--- src/rtl/soml_frame_sequencer.sv ---
// soml_frame_sequencer: ping-pong frame buffer and launch control
// for soml_decoder_top, with result register, timeout and frame count.
module soml_frame_sequencer #(
  parameter int N           = 32,
  parameter int DEC_TIMEOUT = 256,
  parameter int CNT_W       = 16
) (
  input  logic             clk,
  input  logic             rst,
  input  logic             in_valid,
  output logic             in_ready,
  input  logic [N-1:0]     in_r,
  input  logic [N-1:0]     in_i,
  output logic             dec_start,
  output logic             dec_H_valid,
  output logic [N-1:0]     dec_H_r,
  output logic [N-1:0]     dec_H_i,
  output logic             dec_Y_valid,
  output logic [N-1:0]     dec_Y_r,
  output logic [N-1:0]     dec_Y_i,
  input  logic             dec_output_valid,
  input  logic [11:0]      dec_bits,
  input  logic [4:0]       dec_smin,
  output logic             res_valid,
  input  logic             res_ready,
  output logic [11:0]      res_bits,
  output logic [4:0]       res_smin,
  output logic [CNT_W-1:0] frames_done,
  output logic             timeout_err,
  output logic             busy
);

  localparam int TW = (DEC_TIMEOUT > 2) ? $clog2(DEC_TIMEOUT) : 1;
  localparam logic [TW-1:0] TMO_LAST = TW'(DEC_TIMEOUT - 1);

  typedef enum logic [1:0] {
    S_IDLE,
    S_START,
    S_STREAM,
    S_WAIT
  } state_e;

  state_e state_q, state_d;

  logic [4:0]       wp_q;
  logic             wb_q;
  logic             rb_q;
  logic [1:0]       full_q, full_d;
  logic [3:0]       k_q;
  logic [3:0]       kn;
  logic [TW-1:0]    timer_q;
  logic [2*N-1:0]   mem_q [2][24];

  logic             hv_q, yv_q;
  logic [N-1:0]     hr_q, hi_q, yr_q, yi_q;
  logic             resv_q;
  logic [11:0]      resb_q;
  logic [4:0]       ress_q;
  logic [CNT_W-1:0] fd_q;
  logic             terr_q;

  logic             in_fire;
  logic             last_wr;
  logic             stream_end;
  logic             cap;
  logic             tmo;
  logic             load;
  logic [4:0]       h_addr;
  logic [4:0]       y_addr;
  logic [2*N-1:0]   h_word;
  logic [2*N-1:0]   y_word;

  assign in_ready   = rst && !full_q[wb_q];
  assign in_fire    = in_valid && in_ready;
  assign last_wr    = in_fire && (wp_q == 5'd23);
  assign stream_end = (state_q == S_STREAM) && (k_q == 4'd15);
  assign cap        = (state_q == S_WAIT) && dec_output_valid;
  assign tmo        = (state_q == S_WAIT) && !dec_output_valid
                      && (timer_q == TMO_LAST);

  // element index of the stream beat being loaded into the output regs
  assign kn   = (state_q == S_START) ? 4'd0 : k_q + 4'd1;
  assign load = (state_q == S_START)
                || ((state_q == S_STREAM) && (k_q != 4'd15));

  // column-major storage read out row-major: addr = (k%4)*4 + k/4
  assign h_addr = {1'b0, kn[1:0], kn[3:2]};
  assign y_addr = {2'b10, kn[2:0]};
  assign h_word = mem_q[rb_q][h_addr];
  assign y_word = mem_q[rb_q][y_addr];

  // bank fill / release; fill and release always target different banks
  always_comb begin
    full_d = full_q;
    if (stream_end) full_d[rb_q] = 1'b0;
    if (last_wr)    full_d[wb_q] = 1'b1;
  end

  // write pointer, write bank and bank-full flags
  always_ff @(posedge clk) begin
    if (!rst) begin
      wp_q   <= '0;
      wb_q   <= 1'b0;
      full_q <= '0;
    end else begin
      full_q <= full_d;
      if (in_fire) begin
        if (wp_q == 5'd23) begin
          wp_q <= '0;
          wb_q <= ~wb_q;
        end else begin
          wp_q <= wp_q + 5'd1;
        end
      end
    end
  end

  // sample storage; contents are don't-care until the bank is full
  always_ff @(posedge clk) begin
    if (in_fire) mem_q[wb_q][wp_q] <= {in_r, in_i};
  end

  // FSM state register
  always_ff @(posedge clk) begin
    if (!rst) state_q <= S_IDLE;
    else      state_q <= state_d;
  end

  // FSM next state
  always_comb begin
    state_d = state_q;
    unique case (state_q)
      S_IDLE:   if (full_q[rb_q] && !resv_q) state_d = S_START;
      S_START:  state_d = S_STREAM;
      S_STREAM: if (k_q == 4'd15) state_d = S_WAIT;
      S_WAIT:   if (cap || tmo) state_d = S_IDLE;
      default:  state_d = S_IDLE;
    endcase
  end

  // FSM outputs
  always_comb begin
    dec_start = (state_q == S_START);
    busy      = (state_q != S_IDLE);
  end

  // stream index, read bank and result timer
  always_ff @(posedge clk) begin
    if (!rst) begin
      k_q     <= '0;
      rb_q    <= 1'b0;
      timer_q <= '0;
    end else begin
      if (state_q == S_START)       k_q <= '0;
      else if (state_q == S_STREAM) k_q <= k_q + 4'd1;
      if (stream_end) begin
        rb_q    <= ~rb_q;
        timer_q <= '0;
      end else if (state_q == S_WAIT) begin
        timer_q <= timer_q + 1'b1;
      end
    end
  end

  // registered H/Y drive; data holds when its valid drops
  always_ff @(posedge clk) begin
    if (!rst) begin
      hv_q <= 1'b0;
      yv_q <= 1'b0;
      hr_q <= '0;
      hi_q <= '0;
      yr_q <= '0;
      yi_q <= '0;
    end else if (load) begin
      hv_q <= 1'b1;
      hr_q <= h_word[2*N-1:N];
      hi_q <= h_word[N-1:0];
      yv_q <= !kn[3];
      if (!kn[3]) begin
        yr_q <= y_word[2*N-1:N];
        yi_q <= y_word[N-1:0];
      end
    end else begin
      hv_q <= 1'b0;
      yv_q <= 1'b0;
    end
  end

  // result capture, drain, frame count and sticky timeout
  always_ff @(posedge clk) begin
    if (!rst) begin
      resv_q <= 1'b0;
      resb_q <= '0;
      ress_q <= '0;
      fd_q   <= '0;
      terr_q <= 1'b0;
    end else begin
      if (cap) begin
        resv_q <= 1'b1;
        resb_q <= dec_bits;
        ress_q <= dec_smin;
        fd_q   <= fd_q + 1'b1;
      end else if (resv_q && res_ready) begin
        resv_q <= 1'b0;
      end
      if (tmo) terr_q <= 1'b1;
    end
  end

  assign dec_H_valid = hv_q;
  assign dec_H_r     = hr_q;
  assign dec_H_i     = hi_q;
  assign dec_Y_valid = yv_q;
  assign dec_Y_r     = yr_q;
  assign dec_Y_i     = yi_q;
  assign res_valid   = resv_q;
  assign res_bits    = resb_q;
  assign res_smin    = ress_q;
  assign frames_done = fd_q;
  assign timeout_err = terr_q;

endmodule

--- config.mk ---
export PLATFORM = sky130hd
export DESIGN_NAME = soml_frame_sequencer
export DESIGN_NICKNAME = d
export VERILOG_FILES = /design/src/rtl/soml_frame_sequencer.sv
export SDC_FILE = /design/constraint.sdc
export NUM_CORES = 2
export LEC_CHECK = 0
export BUFFER_PORTS_ARGS = -buffer_cell sky130_fd_sc_hd__buf_2
export CAP_MARGIN = 20
export CORE_MARGIN = 1.5
export CORE_UTILIZATION = 45
export DETAILED_ROUTE_END_ITERATION = 6
export GPL_TIMING_DRIVEN = 1
export MAX_ROUTING_LAYER = met4
export PLACE_DENSITY = 0.67
export SYNTH_ARGS = -nofsm -noshare
export SYNTH_HDL_FRONTEND = slang
export SYNTH_SLANG_ARGS = --single-unit
--- constraint.sdc ---
create_clock -name clk -period 8.1 [get_ports clk]
set_input_delay 1.215 -clock clk [delete_from_list [all_inputs] [get_ports clk]]
set_output_delay 1.215 -clock clk [all_outputs]
set_load 0.05 [all_outputs]
After elaboration in Yosys (flattened, before gate mapping)
Memories as Yosys holds them, arrays and structs flattened. A register that Yosys moved wholly into a read port is not among the register bits.
Index checks and enable logic that the tools add are counted.
{"block": "word_totals", "ff_bits": 188, "ram_bits": 3072, "out_inout_bits": 168, "elab_cells": 110, "n_memories": 1}
{"block": "classes", "n_addsub": 4, "magnitude_cmp": 8, "eq_ne": 10, "mux": 31, "n_bitwise": 10, "reduce_logical": 28}
{"name": "mem_q", "depth": 2, "word_bits": 1536, "rd": 1, "rd_ports_with_merged_regs": 1, "write_ports": 1, "line_no": "52", "source": "logic [2*N-1:0] mem_q [2][24];"}
{"cell": "$mux W1536", "count": 1}
{"cell": "$bmux W64 S5", "count": 2}
{"cell": "$demux W64 S5", "count": 1}
{"cell": "$mux W64", "count": 5}
{"cell": "$ge A6 B6 Y1 const B", "count": 3}
{"cell": "$add A16 B1 Y16 const B", "count": 1}
{"cell": "$logic_and A1 B1 Y1", "count": 13}
{"cell": "$mux W1", "count": 12}
{"cell": "$not A5 Y6", "count": 2}
{"cell": "$mux W2", "count": 5}
{"cell": "$add A8 B1 Y8 const B", "count": 1}
{"cell": "$eq A8 B8 Y1 const B", "count": 1}
{"cell": "$pmux W2 S4", "count": 1}
{"cell": "$lt A6 B1 Y1 const B", "count": 1}
{"cell": "$ne A2 B2 Y1 const B", "count": 3}
{"cell": "$not A4 Y6", "count": 1}
{"cell": "$reduce_and A2 Y1", "count": 3}
{"cell": "$add A5 B1 Y5 const B", "count": 1}
{"cell": "$eq A5 B5 Y1 const B", "count": 1}
{"cell": "$mux W5", "count": 1}
{"cell": "$add A4 B1 Y4 const B", "count": 1}
{"cell": "$eq A2 B2 Y1 const B", "count": 2}
{"cell": "$eq A4 B4 Y1 const B", "count": 1}
{"cell": "$logic_not A1 Y1", "count": 4}
{"cell": "other kinds (15)", "count": 24}

Depth between registers and ports, before layout
{"block": "depth", "word_depth": 9, "ltp_mapped": 12, "ltp_nobuf": 8}

Worst setup path after synthesis
Ideal clock, no wire load.
{"block": "synth_path", "path_kind": "input port to flip-flop", "from": "in rst", "to": "mem mem_q[0][0] (netlist bit), enable pin", "setup_ns": 0.569, "t_arrival_ns": 6.212, "required_time_ns": 7.531, "slack_ns": 1.319, "cell_stages": 4, "path_buffers": 1, "path_cell_list": "and3_1 > clkbuf_1 > nand2_1 > nor3_1"}
{"block": "synth_via", "elab_chain_cells": 4}
{"item": "start: declaration", "line_no": "9", "source": "input logic rst,"}
{"item": "$logic_and A1 B1 Y1", "line_no": "73", "source": "assign in_ready = rst && !full_q[wb_q];"}
{"item": "$logic_and A1 B1 Y1", "line_no": "74", "source": "assign in_fire = in_valid && in_ready;"}
{"item": "$mux W1", "line_no": "120", "source": "if (in_fire) mem_q[wb_q][wp_q] <= {in_r, in_i};"}
{"item": "$mux W1536 (not written as such)", "line_no": "120"}
{"item": "end: declaration", "line_no": "52"}
Every way passes these cells.

Final worst setup path
{"block": "layout_path", "from": "reg state_q[1]", "to": "reg hi_q[12], in the netlist dec_H_i[12]"}
{"block": "layout_via", "elab_chain_cells": 6}
{"item": "start: declaration", "line_no": "43", "source": "state_e state_q, state_d;"}
{"item": "start signal: assignment", "line_no": "126", "source": "else state_q <= state_d;"}
{"item": "$eq A2 B1 Y1", "line_no": "82, 83"}
{"item": "$mux W4", "line_no": "82", "source": "assign kn = (state_q == S_START) ? 4'd0 : k_q + 4'd1;"}
{"item": "$not A4 Y6 (not written as such)", "line_no": "89", "source": "assign h_word = mem_q[rb_q][h_addr];"}
{"item": "$bmux W64 S5", "line_no": "89"}
{"item": "$mux W64 (not written as such) (2 in a row)", "line_no": "89"}
{"item": "end signal: assignment", "line_no": "177", "source": "hi_q <= h_word[N-1:0];"}
{"item": "end: declaration", "line_no": "55", "source": "logic [N-1:0] hr_q, hi_q, yr_q, yi_q;"}
Parallel ways exist; a longest one is shown, timed or not. The select of a mux whose other input is x is not followed.
A chain may end at the register's enable or synchronous reset.

==> metrics.md <==
| Metric | Value |
|---|---|
| Status | finished, final reports clean |
| Sw frac | 0.228 |
| Clock transition at path regs | 60 ps |
| Final WS setup | 3260 ps |
| Worst slew pin tran | 1380 ps |
| CP Max Fanout | 179 |
| Number of synthesized flops with an enable pin | 3072 |
| Yosys cell types | 61 |
| Fin nets | 7962 |
| Clk pwr share | 0.416 |
| CTS tree | built |
| FMAX | 207 MHz |
| Syn nets | 7760 |
| Deepest clock path buffer count | 4 |
| Synthesis warning total | 0 |
| Placed Area | 0.131 mm2 |
| Global route overflow | 0 |
| Final-report hold violation count | 0 |
| Root Driver | clkbuf_16 |
| Reg area | 0.0960 mm2 |
| Worst-Skew Late Latency | 880 ps |
| # H-tree levels | 5 |
| Clock Sinks | 3261 |
| Max cap viols | 0 |
| Pre-Repair DR Iteration Count | 6 |
| Total negative slack | 0 ps |
| Number of global-route vias before repair | 68439 |
| Logic gate share of total power | 0.068 |
| Prevailing post-synth register cell | edfxtp_1 |
| I/O pin cnt | 254 |
| Unrepaired setup endpoints after global routing | no |
| Wirelength, routed | 327 mm |
| DRT antenna net count | 0 |
| Initial antenna violation count | 23 |
| GRT Util Overall | 0.233 |
| Num rows | 193 |
| Initial core utilization | 0.453 |
| Die area | 0.283 mm2 |
| P&R area growth vs syn | 13.1% |
| DP HPWL | 180 mm |
| Worst slew margin | 0.0810 |
| # DRC | 0 |
| Slew Viols, Final | 0 |
| Wire length per cell | 27.6 um |
| Final Critical Period | 4840 ps |
| Mean Syn Cell Area | 16.4 um2 |
| Internal Power | 27.9 mW |
| Fillers | 22108 |
| Gates resized, CTS repair | 0 |
| Pleak | 45.2 nW |
| Worst hold path type | reg -> reg |
| Layout cells sized above 1 | 0.162 |
| Die extent in x | 532 um |
| DR vias/cell | 6.00 |
| Startpoint types | flop |
| Cts bufs inserted | 332 |
| Crit Path Class | reg -> reg |
| WP data required | 8890 ps |
| Crit path capture type | flop |
| Sequential cell area fraction in the yosys report | 0.764 |
| # hold bufs at CTS | 0 |
| First-pass GRT wire length | 477 mm |
| Port bufs | 253 |
| GP Congestion | 0.828 |
| Worst clock skew | 49.2 ps |
| Psw | 8.25 mW |
| Synthesis-stage register bit count | 3261 |
| Synth Cell Area | 0.126 mm2 |
| Multi-input gate area | 0.0280 mm2 |
| Final period utilization | 0.598 |
| Via count | 71102 |
| Critical Path AT | 5630 ps |
| Chip Height | 532 um |
| Pre-CTS setup slack | 3100 ps |
| Core Box Area | 0.277 mm2 |
| Setup bufs post-CTS | 0 |
| Design area | 0.142 mm2 |
| Seq pwr share | 0.516 |
| DRT iter0 DRCs | 9247 |
| Core Util, Final | 0.513 |
| Async SR Flop Fraction | 0 |
| Peak supply drop | 0.161 mV |
| Largest net degree at the start of global routing | 201 |
| Post-Synthesis Cells | 7663 |
| Final Setup Violations | 0 |
| Pwr dens | 254 mW/mm2 |
| Total chip power | 36.2 mW |
cells in the final DEF (no fill, tap or decap), types with 51 or more instances in the layout:
cell type,Yosys,routed
nor2_4,0,51
a21oi_1,318,318
mux2i_1,140,140
buf_4,3,113
a21boi_0,86,86
nand4_1,70,70
nor2_1,384,334
nor3_1,255,254
clkbuf_16,0,336
nand2_1,1067,1064
a221oi_1,62,62
o211ai_1,62,62
o21ai_0,70,69
a31oi_1,192,192
o41ai_2,63,63
buf_2,184,252
a2111o_1,126,126
nor4b_1,126,126
mux4_2,321,321
dfxtp_1,189,188
nand3_1,261,259
a22oi_1,63,63
clkbuf_1,293,81
edfxtp_1,3072,3072
clkinv_1,0,57
and2_1,85,84
sequential cells by signal (all words and copies together), names as in the netlist, named ones only:
| name | flops |
|---|---|
| dec_H_valid | 1 |
| frames_done | 16 |
| res_valid | 1 |
| res_smin | 5 |
| dec_Y_r | 32 |
| res_bits | 12 |
| wp_q | 5 |
| state_q | 2 |
| dec_H_i | 32 |
| mem_q | 3072 |
| timeout_err | 1 |
| dec_Y_i | 32 |
| wb_q | 1 |
| dec_H_r | 32 |
| rb_q | 1 |
| k_q | 4 |
| full_q | 2 |
| dec_Y_valid | 1 |
| timer_q | 8 |
stage by stage:
step | instances | hold WS, ps
2_1_floorplan | 7663 | 472
3_3_place_gp | 11218 | 437
3_5_place_dp | 11221 | 438
4_1_cts | 11821 | 458
5_1_grt | 11842 | 481
6_report | 11849 | 455
worst paths after layout:
| path | start | to | slack, ps | cells after the start |
|---|---|---|---|---|
| worst max-delay path | state_q[1]$_SDFFE_PN0P_ | dec_H_i[12]$_SDFFE_PN0N_ | 3260 | 10 |
| worst min-delay path | dec_H_i[29]$_SDFFE_PN0N_ | dec_H_i[29]$_SDFFE_PN0N_ | 460 | 2 |
| worst max register to register | state_q[1]$_SDFFE_PN0P_ | dec_H_i[12]$_SDFFE_PN0N_ | 3260 | 10 |
| worst min register to register | dec_H_i[29]$_SDFFE_PN0N_ | dec_H_i[29]$_SDFFE_PN0N_ | 460 | 2 |
layout make-up:
type,count,area share
diodes,13,0.000229
clock buffers,433,0.0628
clock inverters,167,0.0123
inverters,10,0.000264
multi-input cells,3865,0.197
flip-flops and latches,3261,0.676
well taps,3705,0.0326
repair buffers,395,0.0194
logic make-up after synthesis:
logic type | count (synthesis) | synth area share
AND/OR/NAND/NOR | 2296 | 0.0830
multiplexers | 467 | 0.0692
adder cells (fa/ha/maj) | 11 | 0.00109
buffers and inverters | 537 | 0.0180
flip-flops | 3261 | 0.764
XOR/XNOR | 27 | 0.00194
AO/OA/AOI/OAI | 1064 | 0.0628
synth_stat cells (2+ instances only):
| cell | number | area share |
|---|---|---|
| edfxtp_1 | 3072 | 0.73 |
| nand2_1 | 1067 | 0.032 |
| nor2_1 | 384 | 0.011 |
| mux4_2 | 321 | 0.058 |
| a21oi_1 | 318 | 0.013 |
| clkbuf_1 | 293 | 0.0087 |
| nand3_1 | 261 | 0.010 |
| nor3_1 | 255 | 0.010 |
| a31oi_1 | 192 | 0.0096 |
| dfxtp_1 | 189 | 0.030 |
| buf_2 | 184 | 0.0073 |
| mux2i_1 | 140 | 0.011 |
| a2111o_1 | 126 | 0.011 |
| nor4b_1 | 126 | 0.0088 |
| a21boi_0 | 86 | 0.0051 |
| and2_1 | 85 | 0.0042 |
| nand4_1 | 70 | 0.0035 |
| o21ai_0 | 70 | 0.0028 |
| a22oi_1 | 63 | 0.0038 |
| o41ai_2 | 63 | 0.0082 |
| a221oi_1 | 62 | 0.0043 |
| o211ai_1 | 62 | 0.0037 |
| buf_1 | 46 | 0.0014 |
| xnor2_1 | 16 | 0.0011 |
| and3_1 | 12 | 0.00060 |
| ha_1 | 11 | 0.0011 |
| inv_1 | 10 | 0.00030 |
| xor2_1 | 10 | 0.00070 |
| nor2b_1 | 9 | 0.00045 |
| or3_1 | 7 | 0.00035 |
| o21a_1 | 6 | 0.00036 |
| mux2_2 | 5 | 0.00045 |
| nand2b_1 | 4 | 0.00020 |
| buf_4 | 3 | 0.00018 |
| a2111oi_0 | 2 | 0.00014 |
| a21o_1 | 2 | 0.00012 |
| a221o_1 | 2 | 0.00016 |
| a311o_1 | 2 | 0.00016 |
| nand3b_1 | 2 | 0.00012 |
| nor3_2 | 2 | 0.00016 |
| nor3b_1 | 2 | 0.00012 |
| or2_2 | 2 | 0.00010 |
routing by layer:
| layer | GRT usage | share of wire | vias to the layer above |
|---|---|---|---|
| met5 | - | 0 | - |
| met4 | 0.0600 | 0.025 | 0 |
| met3 | 0.0409 | 0.10 | 491 |
| met2 | 0.346 | 0.46 | 3642 |
| met1 | 0.335 | 0.42 | 36577 |
| li1 | - | - | 30392 |
power by group through the flow:
stage | Clock (mW) | Sequential [mW] | Combinational (mW)
2_1_floorplan | 0 | 19.3 | 1.07
3_3_place_gp | 0 | 19.0 | 2.39
3_5_place_dp | 0 | 19.0 | 2.43
4_1_cts | 15.2 | 18.7 | 2.43
5_1_grt | 15.9 | 18.7 | 2.58
6_report | 15.1 | 18.7 | 2.45
critical path, cell delays in order (launching register included):
cell	delay (ps)
dfxtp_1	400
inv_1	110
ha_4	380
nor2b_1	380
mux2_8	750
buf_12	510
buf_12	660
a21oi_1	170
a22oi_1	270
nand4_1	310
o41ai_2	370
Note: power is estimated with default switching activity, not from simulation.
